<file path="src/rtl/dmem_host_pkg.sv">
// Shared types and widths for the data-memory host port.
// Width defaults apply when params.svh has not already defined them.
`ifndef WORDSZ
`define WORDSZ 16
`endif
`ifndef RFSZLOG2
`define RFSZLOG2 5
`endif

package dmem_host_pkg;
  localparam int DW  = `WORDSZ;
  localparam int DAW = `RFSZLOG2;

  localparam logic OP_LOAD = 1'b0;
  localparam logic OP_DUMP = 1'b1;

  typedef enum logic [1:0] {
    IDLE,
    LOAD,
    DUMP
  } state_t;
endpackage

</file>
<file path="src/rtl/dmem_host_ofifo.sv">
// Two-entry output FIFO holding dump words until the host takes them.
module dmem_host_ofifo #(
  parameter int W = 8
) (
  input  logic         clk,
  input  logic         rst,
  input  logic         push,
  input  logic [W-1:0] push_data,
  input  logic         pop,
  output logic [1:0]   count,
  output logic         out_valid,
  output logic [W-1:0] out_data
);
  logic [W-1:0] m0, m1;
  logic         wp, rp;

  always_ff @(posedge clk or posedge rst) begin
    if (rst) begin
      m0    <= '0;
      m1    <= '0;
      wp    <= 1'b0;
      rp    <= 1'b0;
      count <= '0;
    end else begin
      if (push) begin
        if (wp) m1 <= push_data;
        else    m0 <= push_data;
        wp <= ~wp;
      end
      if (pop) rp <= ~rp;
      count <= count + {1'b0, push} - {1'b0, pop};
    end
  end

  assign out_valid = count != 2'd0;
  assign out_data  = rp ? m1 : m0;
endmodule

</file>
<file path="src/rtl/dmem_host_port.sv">
// Host burst LOAD/DUMP engine for the data memory IO port.
// Define DMEM_HOST_CSUM_EN to enable the running XOR checksum.
module dmem_host_port
  import dmem_host_pkg::*;
#(
  parameter int WORDSZ = DW,
  parameter int AW     = DAW
) (
  input  logic              clk,
  input  logic              rst,
  input  logic              busy,
  input  logic              cmd_valid,
  output logic              cmd_ready,
  input  logic              cmd_op,
  input  logic [AW-1:0]     cmd_base,
  input  logic [AW-1:0]     cmd_cnt,
  input  logic              in_valid,
  output logic              in_ready,
  input  logic [WORDSZ-1:0] in_data,
  output logic              out_valid,
  input  logic              out_ready,
  output logic [WORDSZ-1:0] out_data,
  output logic              out_last,
  output logic              done,
  output logic [WORDSZ-1:0] csum,
  output logic              mem_wen,
  output logic [AW-1:0]     mem_waddr,
  output logic [WORDSZ-1:0] mem_wdata,
  output logic              mem_ren,
  output logic [AW-1:0]     mem_raddr,
  input  logic [WORDSZ-1:0] mem_rdata
);
  localparam int CW = AW + 1;

  state_t        state, state_nx;
  logic [AW-1:0] base_q, cnt_q;
  logic [CW-1:0] widx, iss, inf_idx;
  logic          infl;
  logic [1:0]    fcount;
  logic [2:0]    occ;
  logic          cmd_fire, wlast, pop, dlast;
  logic          push, left;
  logic [WORDSZ:0] fifo_out;

  assign cmd_fire = cmd_valid && cmd_ready;
  assign wlast    = mem_wen && (widx == {1'b0, cnt_q});
  assign pop      = out_valid && out_ready;
  assign dlast    = pop && out_last;
  assign push     = infl && !busy;
  assign left     = iss <= {1'b0, cnt_q};
  assign occ      = {1'b0, fcount} + {2'b00, infl};

  always_ff @(posedge clk or posedge rst) begin
    if (rst) state <= IDLE;
    else     state <= state_nx;
  end

  always_comb begin
    state_nx = state;
    unique case (state)
      IDLE: if (cmd_fire)
              state_nx = (cmd_op == OP_DUMP) ? DUMP : LOAD;
      LOAD: if (wlast) state_nx = IDLE;
      DUMP: if (dlast) state_nx = IDLE;
      default: state_nx = IDLE;
    endcase
  end

  // A slot freed by this cycle's pop can be refilled by this cycle's issue.
  always_comb begin
    cmd_ready = state == IDLE;
    in_ready  = (state == LOAD) && !busy;
    mem_wen   = in_ready && in_valid;
    mem_waddr = base_q + widx[AW-1:0];
    mem_wdata = mem_wen ? in_data : '0;
    mem_ren   = (state == DUMP) && !busy && left &&
                (occ < 3'd2 || (occ == 3'd2 && pop));
    mem_raddr = base_q + iss[AW-1:0];
  end

  always_ff @(posedge clk or posedge rst) begin
    if (rst) begin
      base_q  <= '0;
      cnt_q   <= '0;
      widx    <= '0;
      iss     <= '0;
      inf_idx <= '0;
      infl    <= 1'b0;
      done    <= 1'b0;
    end else begin
      done <= wlast || dlast;
      infl <= mem_ren;
      if (cmd_fire) begin
        base_q <= cmd_base;
        cnt_q  <= cmd_cnt;
        widx   <= '0;
        iss    <= '0;
      end else begin
        if (mem_wen) widx <= widx + CW'(1);
        // A read landing while busy returns junk; rewind and reissue it.
        if (mem_ren) begin
          iss     <= iss + CW'(1);
          inf_idx <= iss;
        end else if (infl && busy) begin
          iss <= inf_idx;
        end
      end
    end
  end

  dmem_host_ofifo #(.W(WORDSZ + 1)) u_ofifo (
    .clk       (clk),
    .rst       (rst),
    .push      (push),
    .push_data ({inf_idx == {1'b0, cnt_q}, mem_rdata}),
    .pop       (pop),
    .count     (fcount),
    .out_valid (out_valid),
    .out_data  (fifo_out)
  );

  assign out_data = fifo_out[WORDSZ-1:0];
  assign out_last = out_valid && fifo_out[WORDSZ];

`ifdef DMEM_HOST_CSUM_EN
  always_ff @(posedge clk or posedge rst) begin
    if (rst)           csum <= '0;
    else if (cmd_fire) csum <= '0;
    else if (mem_wen)  csum <= csum ^ in_data;
    else if (pop)      csum <= csum ^ out_data;
  end
`else
  assign csum = '0;
`endif
endmodule

</file>
<file path="config.mk">
export PLATFORM = sky130hd
export DESIGN_NAME = dmem_host_port
export DESIGN_NICKNAME = d
export VERILOG_FILES = /design/src/rtl/dmem_host_pkg.sv /design/src/rtl/dmem_host_ofifo.sv /design/src/rtl/dmem_host_port.sv
export SDC_FILE = /design/constraint.sdc
export NUM_CORES = 1
export LEC_CHECK = 0
export CAP_MARGIN = 20
export CORE_MARGIN = 2
export CORE_UTILIZATION = 43
export DETAILED_ROUTE_END_ITERATION = 7
export GPL_ROUTABILITY_DRIVEN = 1
export PLACE_DENSITY = 0.8
export SYNTH_ARGS = -nofsm -noshare
export SYNTH_HDL_FRONTEND = slang
export SYNTH_SLANG_ARGS = --single-unit
</file>
<file path="constraint.sdc">
create_clock -name clk -period 2.7 [get_ports clk]
set_clock_uncertainty 0.2 [all_clocks]
set_input_delay 0.27 -clock clk [delete_from_list [all_inputs] [get_ports clk]]
set_output_delay 0.27 -clock clk [all_outputs]
set_load 0.02 [all_outputs]
</file>
==> results of run 1 <==
## metrics by stage
stage / hold WS [ns] / utilization, % / area [sq um] / power [W]
2_1_floorplan: 0.1754 / - / 3991 / 0.003296
4_1_cts: 0.1788 / 59.97 / 5281 / 0.005198
3_5_place_dp: 0.2834 / 57.67 / 5079 / 0.004324
3_3_place_gp: 0.2661 / 57.67 / 5079 / 0.004230
6_report: 0.1714 / 60.68 / 5344 / 0.005162
5_1_grt: 0.2278 / 60.68 / 5344 / 0.005509
## placed cells by master, fill, tap and decap left out, drive strengths merged, types with 2 or more instances in the layout
| cell type | instances |
|---|---|
| clkbuf | 12 |
| conb | 16 |
| nor2 | 14 |
| xor2 | 13 |
| inv | 25 |
| dlygate4sd2 | 3 |
| a21oi | 9 |
| or3 | 3 |
| buf | 18 |
| a31oi | 3 |
| a211o | 3 |
| ha | 20 |
| xnor2 | 13 |
| mux2i | 4 |
| fa | 2 |
| nand4 | 3 |
| clkdlybuf4s50 | 74 |
| nor3b | 3 |
| o211ai | 2 |
| and2 | 21 |
| o21ai | 10 |
| nor2b | 4 |
| a21o | 5 |
| nand3 | 9 |
| dlymetal6s2s | 17 |
| nand2 | 34 |
| dfrtp | 70 |
| mux2 | 53 |
| clkinv | 3 |
## final cells by class
| type | instances | area share (%) |
|---|---|---|
| inverter | 24 | 1.733 |
| timing repair buffer | 115 | 21.73 |
| clock buffer | 10 | 2.576 |
| clock inverter | 6 | 1.288 |
| tap | 108 | 2.529 |
| sequential | 70 | 32.80 |
| multi-input combinational | 254 | 37.34 |
## worst register-to-register path, cell delays in order (launching register included)
cell and delay (ns):
dfrtp_1 0.48, ha_1 0.35, nor2b_1 0.15, o21ai_0 0.21, a32o_2 0.20, nand2_4 0.08, inv_4 0.06, buf_4 0.16
mux2_2 0.36
## state kept, by name (all words and copies together), names as in the netlist
signal	cells
u_ofifo.wp	1
u_ofifo.m1	17
inf_idx	6
u_ofifo.rp	1
state	2
u_ofifo.m0	17
iss	6
cnt_q	5
base_q	5
infl	1
widx	6
done	1
u_ofifo.count	2
## per-layer routing
metal	vias up	track usage [%]	wire, microns
met5	-	0	0
met1	1417	24.72	4025
li1	1413	-	-
met3	17	5.411	539
met2	95	31.13	4444
met4	0	5.690	161
## worst max-delay path by stage
stage          startpoint             to  cells after the start
2_1_floorplan    cnt_q[4]     inf_idx[0]                      9
3_3_place_gp     cnt_q[4]        mem_ren                      8
3_5_place_dp     cnt_q[4]        mem_ren                      8
4_1_cts          state[1]   mem_wdata[2]                      5
5_1_grt          state[1]  mem_wdata[15]                      5
6_report         state[1]  mem_wdata[15]                      5
## timing repair
action / 4_1_cts / 5_1_grt
setup buffers: 0 / 1
setup endpoints to repair: 6 / 21
pin swaps: 0 / 1
endpoints found under the hold margin: 0 / 0
gates resized for setup: 9 / 24
cloned: 0 / 0
## power by group through the flow
stage / Clock (W) / Combinational [W] / Sequential [W]
finish: 0.000878 / 0.00257 / 0.00172
global route: 0.000954 / 0.00278 / 0.00177
CTS: 0.000909 / 0.00257 / 0.00172
detailed placement: 0 / 0.00259 / 0.00174
global placement: 0 / 0.00253 / 0.00170
floorplan: 0 / 0.00164 / 0.00166
## kinds of logic (layout without fill, tap and decap cells)
family	after synthesis	count (layout)	share of synthesized area (%)
AO/OA/AOI/OAI	37	37	6.105
buffers and inverters	51	155	6.709
adder cells (fa/ha/maj)	22	22	7.377
XOR/XNOR	26	26	5.787
other	1	16	0.09530
AND/OR/NAND/NOR	96	96	13.23
flip-flops	70	70	44.52
multiplexers	57	57	16.18
==> flow_summary.json, run 1 <==
{
  "min_path_type": "in -> async",
  "grt_first_pass_wirelength_microns": 14770,
  "fp.dieArea_sq_um": 9932,
  "r2r-end": "inf_idx[3]",
  "crit_fanout": 24,
  "crit_type": "reg -> out",
  "r2r_start": "iss[1]",
  "place_ws_ns": 0.08111,
  "ios": 114,
  "io_buffers": 97,
  "core_sq_um": 8806,
  "drc": 0,
  "finalSetupViolations": 0,
  "areaGrowthSynthToFinish_pct": 35.80,
  "wire_per_inst_microns": 15.62,
  "crit_arrival_ns": 2.17,
  "async_flop_share_pct": 100.0,
  "nNetsFinal": 545,
  "max-cap-violations": 0,
  "worst_path_most_repeated_cell": "and2_1",
  "instances_no_fill": 587,
  "hold_viol_final": 0,
  "swShare_pct": 38.43,
  "critPathLaunchType": "flip-flop",
  "critPathRequiredTime_ns": 2.23,
  "cpPeakStageDelay_ns": 0.59,
  "yosysWarnings": 0,
  "status": "complete, no violations",
  "crit_path_cell_trace": "nor3b_4 -> and2_1 -> buf_12 -> and2_1 -> clkdlybuf4s50_1",
  "yosys.area.top_type": "dfrtp_1",
  "vias": 2942,
  "ir_worst_vdd_mv": 0.5335,
  "p_seq_share_pct": 33.3,
  "clock-sinks": 70,
  "drtIter0Drc": 70,
  "worst-path-buf-inv": 2,
  "grt_overflow": 0,
  "die_h_microns": 99.66,
  "synthCells": 360,
  "crit_slowest_cell": "clkdlybuf4s50_1",
  "die_x_microns": 99.66,
  "gp_congestion": 0.8127,
  "yosysSeqAreaShare_pct": 44.52,
  "drive_gt1_share_pct": 21.29,
  "internal_power_w": 0.003179,
  "synth_top_area_share_pct": 44.52,
  "power.density_nw_per_um2": 966.1,
  "ant_nets": 0,
  "fin_crit_ns": 2.635,
  "relSlewSlack_pct": 48.88,
  "multi_input_area_sq_um": 1996,
  "finalWirelength_microns": 9171,
  "final_max_slew_viol_count": 0,
  "synth.cell_area_sq_um": 3935,
  "p_comb_share_pct": 49.7,
  "yosys-top-cells-count": "dfrtp_1, mux2_2, nand2_1",
  "synth_seq_cells": 70,
  "p_leak_nw": 2.839,
  "detailed_place_hpwl_microns": 6754,
  "insertion_delay_ns": 0.36,
  "htreeDepth": 3,
  "routed_via_density": 5.012,
  "reg2reg_depth": 8,
  "fmax_mhz": 379.5,
  "setup_slack_ns": 0.06471,
  "ys_types": 43,
  "antenna_cells_inserted": 0,
  "crit_path_end_kind": "output pin",
  "cts_buffers": 9,
  "r2r_setup_slack_ns": 0.34,
  "rsz0062_at_grt": "false",
  "grt_pass1_vias": 2985,
  "rows": 34,
  "antenna_found_initial": 0,
  "clockBufferDepth": 2,
  "synth_area_leaders": "dfrtp_1, mux2_2, ha_1, and2_1, buf_4",
  "start_util_pct": 44.69,
  "synth_edf_count": 0,
  "synth.avg_cell_area_sq_um": 10.93,
  "cts_root_buf": "clkbuf_8",
  "power.share.clock_pct": 17.0,
  "ctsHoldBuffers": 0,
  "synthMostInstantiatedCell": "dfrtp_1",
  "firstDrtPassIters": 4,
  "seqCellArea_sq_um": 1753,
  "p_sw_w": 0.001984,
  "finalCritPeriodShare_pct": 97.60,
  "tightest_slew_ns": 0.7657,
  "cts_tree": "done",
  "grt_max_degree": 37,
  "fillers": 739,
  "synthFlopType": "dfrtp_1",
  "clk_pin_slew_worst_paths_ns": 0.08,
  "placed_cells": 570,
  "crit_family": "buffers and inverters",
  "fin_tns_setup_ns": 0,
  "grt_usage_pct": 19.05
}
Power figures use the tool's default switching activity.
==> run 2: changes to the inputs <==
--- a/config.mk
+++ b/config.mk
@@ -5,12 +5,14 @@
 export SDC_FILE = /design/constraint.sdc
 export NUM_CORES = 1
 export LEC_CHECK = 0
-export CAP_MARGIN = 20
+export CAP_MARGIN = 15
 export CORE_MARGIN = 2
 export CORE_UTILIZATION = 43
 export DETAILED_ROUTE_END_ITERATION = 7
 export GPL_ROUTABILITY_DRIVEN = 1
 export PLACE_DENSITY = 0.8
+export SKIP_CTS_REPAIR_TIMING = 1
 export SYNTH_ARGS = -nofsm -noshare
 export SYNTH_HDL_FRONTEND = slang
 export SYNTH_SLANG_ARGS = --single-unit
+export TNS_END_PERCENT = 100
==> flow_summary.json, run 2 (synthesis gave the netlist of run 1 again) <==
{
  "dr_wl_met3_microns": 499,
  "cts_tree": "done",
  "finalCritPeriodShare_pct": 97.63,
  "fin_tns_setup_ns": 0,
  "grt_overflow": 0,
  "timing.hold.ws_ns": 0.1713,
  "min_path_type": "in -> async",
  "io_buffers": 97,
  "cts_root_buf": "clkbuf_8",
  "crit_path_end_kind": "output pin",
  "critPathRequiredTime_ns": 2.23,
  "die_x_microns": 99.66,
  "finalSetupViolations": 0,
  "final_max_slew_viol_count": 0,
  "drc": 0,
  "clk_pin_slew_worst_paths_ns": 0.08,
  "ios": 114,
  "worst_path_most_repeated_cell": "and2_1",
  "stdcell_area_sq_um": 5336,
  "start_util_pct": 44.69,
  "top_layer": "met4",
  "antenna_cells_inserted": 0,
  "nNetsFinal": 544,
  "insertion_delay_ns": 0.36,
  "cts_buffers": 9,
  "m1WireLength_microns": 4010,
  "routed_via_density": 5.005,
  "hold_viol_final": 0,
  "crit_slowest_cell": "clkdlybuf4s50_1",
  "place_ws_ns": 0.08111,
  "fin_crit_ns": 2.636,
  "detailed_place_hpwl_microns": 6754,
  "grt_pass1_vias": 2979,
  "core_sq_um": 8806,
  "tightest_slew_ns": 0.7657,
  "drive_gt1_share_pct": 20.71,
  "crit_type": "reg -> out",
  "setup_slack_ns": 0.06391,
  "wl_met2_microns": 4459,
  "final_common_cell": "clkdlybuf4s50_1",
  "internal_power_w": 0.003183,
  "multi_input_area_sq_um": 1983,
  "finalWirelength_microns": 9132,
  "power.density_nw_per_um2": 967.0,
  "p_comb_share_pct": 49.7,
  "rows": 34,
  "areaGrowthSynthToFinish_pct": 35.61,
  "grt_first_pass_wirelength_microns": 14750,
  "htreeDepth": 3,
  "grt_usage_pct": 19.03,
  "relSlewSlack_pct": 48.88,
  "drtIter0Drc": 79,
  "cpPeakStageDelay_ns": 0.59,
  "final_cell_mix": "clkdlybuf4s50_1, dfrtp_1, mux2_2",
  "status": "complete, no violations",
  "power.share.clock_pct": 17.0,
  "post_dp_cell_area_sq_um": 5079,
  "die_h_microns": 99.66,
  "critPathLaunchType": "flip-flop",
  "crit_fanout": 24,
  "swShare_pct": 38.32,
  "reg_top3": "u_ofifo.m0 x17, u_ofifo.m1 x17",
  "p_seq_share_pct": 33.3,
  "clockBufferDepth": 2,
  "max-cap-violations": 0,
  "fillers": 737,
  "fmax_mhz": 379.4,
  "p_sw_w": 0.001977,
  "gp_congestion": 0.8127,
  "wire_per_inst_microns": 15.58,
  "crit_arrival_ns": 2.17,
  "grt_max_degree": 37,
  "antenna_found_initial": 0,
  "firstDrtPassIters": 4,
  "seqCellArea_sq_um": 1753,
  "vias": 2933,
  "rsz0062_at_grt": "false",
  "ir_worst_vdd_mv": 0.5553,
  "clock-sinks": 70,
  "p_leak_nw": 2.875,
  "fp.dieArea_sq_um": 9932,
  "ant_nets": 0,
  "crit_path_cell_trace": "nor3b_4 -> and2_1 -> buf_12 -> and2_1 -> clkdlybuf4s50_1"
}
==> run 2: through the flow <==
| stage | instances | utilization [%] | power [W] |
|---|---|---|---|
| 2_1_floorplan | 375 | - | 0.003296 |
| 3_3_place_gp | 570 | 57.67 | 0.004230 |
| 3_5_place_dp | 570 | 57.67 | 0.004324 |
| 4_1_cts | 586 | 60.02 | 0.005233 |
| 5_1_grt | 586 | 60.60 | 0.005503 |
| 6_report | 586 | 60.60 | 0.005161 |
==> run 2: area by class of cell <==
| type | instances | area share, % |
|---|---|---|
| Multi-Input combinational cell | 254 | 37.16 |
| Sequential cell | 70 | 32.85 |
| Timing Repair Buffer | 114 | 21.85 |
| Clock buffer | 10 | 2.579 |
| Tap cell | 108 | 2.532 |
| Inverter | 24 | 1.735 |
| Clock inverter | 6 | 1.290 |
==> run 2: final timing paths <==
| kind | startpoint | to | cells past startpoint | slack, ns |
|---|---|---|---|---|
| worst max-delay path | state[1] | mem_wdata[15] | 5 | 0.06 |
| worst min-delay path | rst | u_ofifo.m0[1] | 2 | 0.17 |
| worst max register to register | cnt_q[4] | inf_idx[3] | 9 | 0.30 |
| worst min register to register | u_ofifo.m1[16] | u_ofifo.m1[16] | 2 | 0.30 |
| max in group asynchronous | rst | iss[0] | 3 | 1.46 |
| min in group clk | cmd_base[2] | base_q[2] | 3 | 0.24 |
==> run 2: power by group through the flow <==
stage                     Combinational [W]  Clock [W]  Sequential, W
after floorplan                     0.00164          0        0.00166
after global placement              0.00253          0        0.00170
after detailed placement            0.00259          0        0.00174
after CTS                           0.00261   0.000909        0.00172
after global routing                0.00278   0.000954        0.00177
final                               0.00256   0.000879        0.00172
==> run 2: worst max-delay path, delay by kind of cell (launching register included) <==
family	cells	cell delay, ns
AND/OR/NAND/NOR	3	0.60
buffers and inverters	2	0.75
flip-flops	1	0.45
==> run 2: per-layer routing <==
layer / track usage [%] / vias up
li1: - / 1410
met4: 5.690 / 0
met5: 0 / -
met1: 24.67 / 1417
met2: 31.13 / 89
met3: 5.411 / 17
==> run 3: changes to the inputs <==
--- a/config.mk
+++ b/config.mk
@@ -7,10 +7,10 @@
 export LEC_CHECK = 0
 export CAP_MARGIN = 15
 export CORE_MARGIN = 2
-export CORE_UTILIZATION = 43
+export CORE_UTILIZATION = 35
 export DETAILED_ROUTE_END_ITERATION = 7
 export GPL_ROUTABILITY_DRIVEN = 1
-export PLACE_DENSITY = 0.8
+export PLACE_DENSITY = 0.68
 export SKIP_CTS_REPAIR_TIMING = 1
 export SYNTH_ARGS = -nofsm -noshare
 export SYNTH_HDL_FRONTEND = slang
==> flow_summary.json, run 3 (synthesis gave the netlist of run 1 again) <==
{
  "stdcell_area_sq_um": 5358,
  "cts_tree": "done",
  "cpPeakStageDelay_ns": 0.59,
  "insertion_delay_ns": 0.34,
  "r2r_start": "cnt_q[4]",
  "nNetsFinal": 545,
  "r2r_setup_slack_ns": 0.36,
  "min_path_type": "in -> async",
  "areaGrowthSynthToFinish_pct": 36.15,
  "reg_top3": "u_ofifo.m0 x17, u_ofifo.m1 x17",
  "fmax_mhz": 383.1,
  "rows": 38,
  "final_max_slew_viol_count": 0,
  "core_sq_um": 10890,
  "finalWirelength_microns": 9139,
  "ios": 114,
  "crit_slowest_cell": "clkdlybuf4s50_1",
  "critPathLaunchType": "flip-flop",
  "die_h_microns": 110.0,
  "p_leak_nw": 2.871,
  "ant_nets": 0,
  "antenna_found_initial": 1,
  "place_ws_ns": 0.09829,
  "grt_usage_pct": 15.63,
  "clk_pin_slew_worst_paths_ns": 0.07,
  "htreeDepth": 3,
  "relSlewSlack_pct": 66.45,
  "finalSetupViolations": 0,
  "io_buffers": 97,
  "post_dp_cell_area_sq_um": 5126,
  "worst_path_most_repeated_cell": "and2_1",
  "ir_worst_vdd_mv": 0.5519,
  "hold_viol_final": 0,
  "final_common_cell": "clkdlybuf4s50_1",
  "fin_tns_setup_ns": 0,
  "rsz0062_at_grt": "false",
  "start_util_pct": 36.14,
  "vias": 2889,
  "r2r-end": "inf_idx[3]",
  "cts_root_buf": "clkbuf_8",
  "grt_overflow": 0,
  "fp.dieArea_sq_um": 12110,
  "crit_path_cell_trace": "nor3b_2 -> and2_1 -> buf_12 -> and2_1 -> clkdlybuf4s50_1",
  "die_x_microns": 110.0,
  "fillers": 978,
  "routed_via_density": 4.667,
  "crit_fanout": 24,
  "drive_gt1_share_pct": 20.25,
  "critPathRequiredTime_ns": 2.23,
  "worst-path-buf-inv": 2,
  "drtIter0Drc": 103,
  "grt_pass1_vias": 3123,
  "wire_per_inst_microns": 14.76,
  "setup_slack_ns": 0.09001,
  "crit_family": "buffers and inverters",
  "tightest_slew_ns": 0.5025,
  "fin_crit_ns": 2.610,
  "cts_buffers": 9,
  "grt_first_pass_wirelength_microns": 14720,
  "seqCellArea_sq_um": 1753,
  "firstDrtPassIters": 4,
  "antenna_cells_inserted": 0,
  "reg2reg_depth": 9,
  "final_cell_mix": "clkdlybuf4s50_1, dfrtp_1, mux2_2",
  "crit_path_end_kind": "output pin",
  "grt_max_degree": 33,
  "clockBufferDepth": 2,
  "max-cap-violations": 0,
  "status": "complete, no violations",
  "crit_type": "reg -> out",
  "drc": 0,
  "crit_arrival_ns": 2.14,
  "detailed_place_hpwl_microns": 6855,
  "gp_congestion": 0.7975,
  "finalCritPeriodShare_pct": 96.67,
  "clock-sinks": 70,
  "multi_input_area_sq_um": 1977,
  "power.density_nw_per_um2": 944.9
}
run 3: cell types whose count changed in the layout (fill, tap and decap cells not counted), sizes merged:
cell / change
buf: +1
clkdlybuf4s50: +1
clkinv: +1
clkinvlp: -1
inv: -1
run 3: worst reg2reg max path, cell delays in order (launching register included):
cell	delay [ns]
dfrtp_1	0.40
inv_1	0.08
ha_1	0.32
a211o_1	0.26
a31oi_1	0.15
a32o_2	0.18
nand2_4	0.08
inv_4	0.06
buf_4	0.16
mux2_2	0.35
run 3: layout make-up:
class	instances	share of cell area [%]
Sequential cell	70	32.72
Clock buffer	11	2.452
Timing Repair Buffer	115	22.00
Tap cell	140	3.269
Inverter	24	1.728
Clock inverter	5	0.9341
Multi-Input combinational cell	254	36.90
run 3: power breakdown:
part / internal, W / switching (W)
Clock: 0.000421 / 0.000378
Combinational: 0.00129 / 0.00126
Sequential: 0.00143 / 0.000279
Total: 0.00315 / 0.00192
run 3: through the flow:
| step | std cells | util [%] | hold WS (ns) | total power [W] |
|---|---|---|---|---|
| 4_1_cts | 619 | 48.75 | 0.07651 | 0.005153 |
| 2_1_floorplan | 375 | - | 0.1754 | 0.003296 |
| 5_1_grt | 619 | 49.21 | 0.1133 | 0.005424 |
| 6_report | 619 | 49.21 | 0.08243 | 0.005063 |
| 3_3_place_gp | 603 | 47.08 | 0.2691 | 0.004255 |
| 3_5_place_dp | 603 | 47.08 | 0.2782 | 0.004324 |
run 3: how the worst max path moves through the flow:
| stage | from | cells after the start | endpoint |
|---|---|---|---|
| final | state[1] | 5 | mem_wdata[4] |
| after global routing | state[1] | 5 | mem_wdata[13] |
| after CTS | iss[0] | 8 | mem_raddr[4] |
| after detailed placement | iss[0] | 8 | mem_raddr[4] |
| after global placement | iss[0] | 8 | mem_raddr[4] |
| after floorplan | cnt_q[4] | 9 | inf_idx[0] |
run 3: metal layers:
metal	vias to the layer above	GRT usage, %	share of wire (%)
met1	1374	18.40	43
met2	86	27.70	50
met4	0	4.611	0.90
met5	-	0	0
met3	10	4.292	6.6
li1	1419	-	-
